## src/rtl/instr_encoder.sv

```systemverilog
// Field-level MIPS instruction encoder: packs requests into 32-bit words, buffers them
// in a small circular FIFO and emits each with an address bound at pop time.
module instr_encoder #(
    parameter int unsigned    DEPTH     = 4,
    parameter int unsigned    AW        = 32,
    parameter logic [AW-1:0]  BASE_ADDR = '0
) (
    input  logic          clk,
    input  logic          reset,
    input  logic          in_valid,
    output logic          in_ready,
    input  logic [3:0]    kind,
    input  logic [4:0]    rs,
    input  logic [4:0]    rt,
    input  logic [4:0]    rd,
    input  logic [4:0]    shamt,
    input  logic [5:0]    funct,
    input  logic [15:0]   imm,
    input  logic [25:0]   target,
    output logic          out_valid,
    input  logic          out_ready,
    output logic [31:0]   out_instr,
    output logic [AW-1:0] out_addr,
    input  logic          load_addr,
    input  logic [AW-1:0] addr_in,
    output logic [15:0]   count
);

    localparam int unsigned IW = $clog2(DEPTH);
    localparam int unsigned PW = IW + 1;
    localparam int unsigned WW = 32;

    localparam logic [3:0] KIND_RTYPE = 4'd0;
    localparam logic [3:0] KIND_J     = 4'd10;

    logic [5:0]    op;
    logic [WW-1:0] word;
    logic [WW-1:0] mem [DEPTH];
    logic [PW-1:0] wr_ptr;
    logic [PW-1:0] rd_ptr;
    logic          full;
    logic          empty;
    logic          push;
    logic          pop;
    logic [AW-1:0] addr_q;
    logic [15:0]   count_q;

    // Opcode lookup by instruction kind
    always_comb begin
        op = 6'b000000;
        case (kind)
            4'd0:  op = 6'b000000;
            4'd1:  op = 6'b110111;
            4'd2:  op = 6'b100011;
            4'd3:  op = 6'b100100;
            4'd4:  op = 6'b100000;
            4'd5:  op = 6'b111111;
            4'd6:  op = 6'b101011;
            4'd7:  op = 6'b101000;
            4'd8:  op = 6'b000100;
            4'd9:  op = 6'b000101;
            4'd10: op = 6'b000010;
            4'd11: op = 6'b001000;
            4'd12: op = 6'b001100;
            4'd13: op = 6'b001101;
            4'd14: op = 6'b001010;
            4'd15: op = 6'b011000;
            default: op = 6'b000000;
        endcase
    end

    // Format selection; fields are packed verbatim
    always_comb begin
        word = {op, rs, rt, imm};
        if (kind == KIND_RTYPE) begin
            word = {6'b000000, rs, rt, rd, shamt, funct};
        end else if (kind == KIND_J) begin
            word = {6'b000010, target};
        end
    end

    assign full  = (wr_ptr ^ rd_ptr) == {1'b1, {IW{1'b0}}};
    assign empty = (wr_ptr == rd_ptr);
    assign push  = in_valid && !full;
    assign pop   = out_ready && !empty;

    assign in_ready  = !full;
    assign out_valid = !empty;
    assign out_instr = mem[rd_ptr[IW-1:0]];
    assign out_addr  = addr_q;
    assign count     = count_q;

    // Storage is deliberately left out of reset
    always_ff @(posedge clk) begin
        if (push) begin
            mem[wr_ptr[IW-1:0]] <= word;
        end
    end

    always_ff @(posedge clk or negedge reset) begin
        if (!reset) begin
            wr_ptr <= '0;
            rd_ptr <= '0;
        end else begin
            if (push) wr_ptr <= wr_ptr + PW'(1);
            if (pop)  rd_ptr <= rd_ptr + PW'(1);
        end
    end

    // A reload overrides the post-pop increment
    always_ff @(posedge clk or negedge reset) begin
        if (!reset) begin
            addr_q  <= BASE_ADDR;
            count_q <= '0;
        end else begin
            if (load_addr) begin
                addr_q <= addr_in;
            end else if (pop) begin
                addr_q <= addr_q + AW'(4);
            end
            if (pop) count_q <= count_q + 16'd1;
        end
    end

endmodule

```

## config.mk

```make
export PLATFORM = sky130hd
export DESIGN_NAME = instr_encoder
export DESIGN_NICKNAME = d
export VERILOG_FILES = /design/src/rtl/instr_encoder.sv
export SDC_FILE = /design/constraint.sdc
export NUM_CORES = 1
export LEC_CHECK = 0
export CAP_MARGIN = 10
export CORE_AREA = 2 2 156 158
export DETAILED_ROUTE_END_ITERATION = 10
export DIE_AREA = 0 0 158 160
export GPL_TIMING_DRIVEN = 0
export HOLD_SLACK_MARGIN = 0.03
export SLEW_MARGIN = 20
export SYNTH_ARGS = -nofsm -noshare
export SYNTH_HDL_FRONTEND = slang
export SYNTH_SLANG_ARGS = --single-unit
```

## constraint.sdc

```tcl
create_clock -name clk -period 4.45 [get_ports clk]
set_input_delay 1.335 -clock clk [delete_from_list [all_inputs] [get_ports clk]]
set_output_delay 1.335 -clock clk [all_outputs]
set_load 0.03 [all_outputs]
```

==> results.py <==
metrics = {
    "run_status": {
        "status": "complete, no violations",
    },
    "hold_path": {
        "min_path_type": "reg2reg",
        "hold_path_end": "count[15]",
        "min_from": "count[15]",
        "holdPathStages": 1,
    },
    "global_routing": {
        "antenna_found_initial": 0,
        "grt_overflow_total": 0,
        "grt_max_degree": 55,
        "grt_pass1_wl_mm": 29.90,
        "grt_pass1_vias": 5490,
        "grt_util_all_layers": 0.1555,
    },
    "logic_synthesis": {
        "synthCells": 584,
        "synthFlopType": "edfxtp_1",
        "synthArstFlopShare": 0.2967,
        "ys_seq_elements": 182,
        "synth_edf_count": 128,
        "synth_seq_area_share": 0.6367,
        "ys_types": 40,
        "synth_nets": 705,
        "syn_area_um2": 8159,
        "avgSynthCellArea_um2": 13.97,
        "yosysWarnings": 0,
    },
    "power": {
        "combinationalPowerShare": 0.388,
        "vdd_drop_max_mv": 0.2640,
        "p_seq_frac": 0.367,
        "p_leak_nw": 3.977,
        "powerDensity_nw_per_um2": 577.9,
        "p_int_mw": 4.096,
        "p_total_mw": 6.459,
        "p_clk_frac": 0.244,
        "switching_share": 0.3659,
        "netSwitchingPower_mw": 2.363,
    },
    "drt": {
        "ant_nets": 0,
        "dr.pass1.iters": 4,
        "routed_wl_mm": 19.03,
        "drt_iter0_markers": 217,
        "num_vias": 5382,
        "wl_per_cell_um": 16.81,
        "drc_errors": 0,
        "viasPerCell": 4.754,
    },
    "sta": {
        "relSlewSlack": 0.3776,
        "finalSetupViolCount": 0,
        "fin_crit_sh": 0.8840,
        "rsz0062_at_grt": "false",
        "fin_crit_ns": 3.934,
        "clock_skew_ns": 0.01818,
        "fin_tns_setup_ns": 0,
        "fin_ws_ns": 0.5163,
        "hold_viol_final": 0,
        "report.final.slew_viol_count": 0,
        "fin_hold_ws_ns": 0.4703,
        "worstMarginPinSlew_ns": 0.9101,
        "fmax_ghz": 0.2542,
    },
    "setup_path": {
        "startpoint": "rd_ptr[1]",
        "rr_worst_depth": 6,
        "cp-end-kind": "output port",
        "critical_path.max_stage_delay_ns": 0.75,
        "cp_slowest_cell": "clkdlybuf4s50_1",
        "crit_chain": "buf_4, clkbuf_1, mux4_2, clkdlybuf4s50_1",
        "cp.arrival_ns": 2.60,
        "r2r-end": "out_addr[30]",
        "start_kind": "flip-flop",
        "cp.required_ns": 3.12,
        "path_class": "reg2out",
        "r2r_start": "out_addr[2]",
        "reg2reg_slack_ns": 2.40,
        "cp_max_fo": 10,
    },
    "clocking": {
        "clock_sinks": 182,
        "cts_tree": "built",
        "post-cts-setup-buffers": 0,
        "clk-insertion-delay-late_ns": 0.44,
        "cts.clk_slew.worst_paths_ns": 0.08,
        "ctsHoldBuffers": 0,
        "cts_buffers": 17,
        "cts_resized": 0,
        "cts_buffer_depth": 2,
        "htree_levels": 4,
        "ctsRootBufferMaster": "clkbuf_16",
    },
    "floorplanning": {
        "fp.coreArea_um2": 23820,
        "die_area_um2": 25280,
        "die_h_um": 160,
        "start_util": 0.3425,
        "dieWidth_um": 158,
        "boundaryPins": 191,
        "rows": 57,
    },
    "placed_design": {
        "hpwlAfterDp_mm": 13.67,
        "post-place-cells": 1100,
        "place_ws_ns": 0.6177,
        "io_buffer_count": 188,
        "routabilityCongestion": 0.7642,
    },
    "layout": {
        "drive_gt1_frac": 0.1176,
        "synthToLayoutAreaGrowth_pct": 36.97,
        "fin_nets": 916,
        "final_cell_count_no_fill": 1132,
        "antenna_cells": 0,
    },
    "job": {
        "max_cap_viol_count": 0,
    },
}
-- power by group through the flow --
stage	clock network (mW)	logic, mW	registers [mW]
after global routing	1.69	2.71	2.42
after detailed placement	0	2.56	2.42
after global placement	0	2.49	2.42
after floorplan	0	1.42	2.50
final	1.58	2.51	2.37
after CTS	1.62	2.57	2.38
-- state kept, by name, indices dropped and copies added (netlist names) --
name	count
count	16
wr_ptr	3
rd_ptr	3
out_addr	32
mem	128
-- cells by family after synthesis --
family,count (synthesis),share of synthesized area
and+or+nand+nor,196,0.1156
DFF,182,0.6367
AOI/OAI and AO/OA,55,0.03910
xor gates and xnor gates,52,0.05766
muxes,52,0.1133
buffers and inverters,35,0.01917
adders and majority gates,12,0.01840
-- area by class of cell --
| cell class | count | area, um2 |
|---|---|---|
| Inverter | 6 | 22.52 |
| Buffer | 29 | 133.9 |
| Multi-Input combinational cell | 367 | 2813 |
| Fill cell | 2224 | 12640 |
| Timing Repair Buffer | 192 | 1967 |
| Clock inverter | 15 | 214.0 |
| Clock buffer | 17 | 425.4 |
| Tap cell | 324 | 405.4 |
| Sequential cell | 182 | 5195 |
-- cell usage in the layout (no fill, tap or decap), types with 2 or more instances in the layout --
cell type / netlist / final
a211oi_1: 2 / 2
and2_1: 6 / 6
and3_1: 11 / 7
and3_2: 0 / 4
and4_1: 4 / 4
buf_12: 0 / 3
buf_2: 8 / 8
buf_4: 4 / 5
clkbuf_1: 17 / 17
clkbuf_16: 0 / 17
clkdlybuf4s50_1: 0 / 187
clkinv_8: 0 / 5
dfrtp_1: 54 / 54
edfxtp_1: 128 / 128
ha_1: 12 / 12
inv_1: 6 / 6
inv_12: 0 / 5
inv_6: 0 / 2
inv_8: 0 / 3
mux2_2: 3 / 3
mux2i_1: 17 / 17
mux4_2: 32 / 32
nand2_1: 97 / 97
nand2b_1: 2 / 2
nand3_1: 20 / 20
nand4_1: 26 / 26
nor2_1: 13 / 13
nor2b_1: 3 / 3
nor3_1: 6 / 6
o21ai_0: 46 / 46
xnor2_1: 19 / 19
xnor2_2: 2 / 2
xor2_1: 31 / 31
-- per-stage QoR --
| stage | utilization | cell area, um2 |
|---|---|---|
| final | 0.4692 | 11180 |
| after global routing | 0.4692 | 11180 |
| after CTS | 0.4692 | 11180 |
| after detailed placement | 0.4423 | 10540 |
| after global placement | 0.4385 | 10450 |
| after floorplan | - | 8159 |
-- worst max path at each step --
stage | end | slack [ns] | cells after the start
after CTS | out_instr[28] | 0.43 | 4
after floorplan | mem[0][28] | 1.60 | 6
final | out_instr[27] | 0.52 | 4
after global placement | out_addr[24] | 0.30 | 1
after detailed placement | mem[3][28] | 0.62 | 7
after global routing | out_instr[9] | 0.36 | 4
-- Yosys cell counts (2+ instances only) --
library cell	number	area share
and3_1	11	0.0084
mux4_2	32	0.088
nor3_1	6	0.0037
mux2_2	3	0.0041
buf_2	8	0.0049
dfrtp_1	54	0.17
buf_4	4	0.0037
xor2_1	31	0.033
nor2b_1	3	0.0023
xnor2_1	19	0.020
xnor2_2	2	0.0040
and4_1	4	0.0043
edfxtp_1	128	0.47
o21ai_0	46	0.028
mux2i_1	17	0.021
inv_1	6	0.0028
nand2_1	97	0.045
nand3_1	20	0.012
nand4_1	26	0.020
nor2_1	13	0.0060
a211oi_1	2	0.0018
clkbuf_1	17	0.0078
and2_1	6	0.0046
nand2b_1	2	0.0015
ha_1	12	0.018
-- critical path, delay by kind of cell, from the launching register on --
kind,cells,cell delay (ns)
multiplexers,1,0.32
flip-flops,1,0.37
buffers and inverters,3,1.48
-- routing by layer --
metal  part of all wire  GRT usage  vias up
li1                   -          -     2604
met1               0.44     0.2010     2583
met3              0.086    0.05834        8
met2               0.47     0.2496      187
met5                  0          0        -
met4             0.0087    0.03522        0
Power figures use the tool's default switching activity.
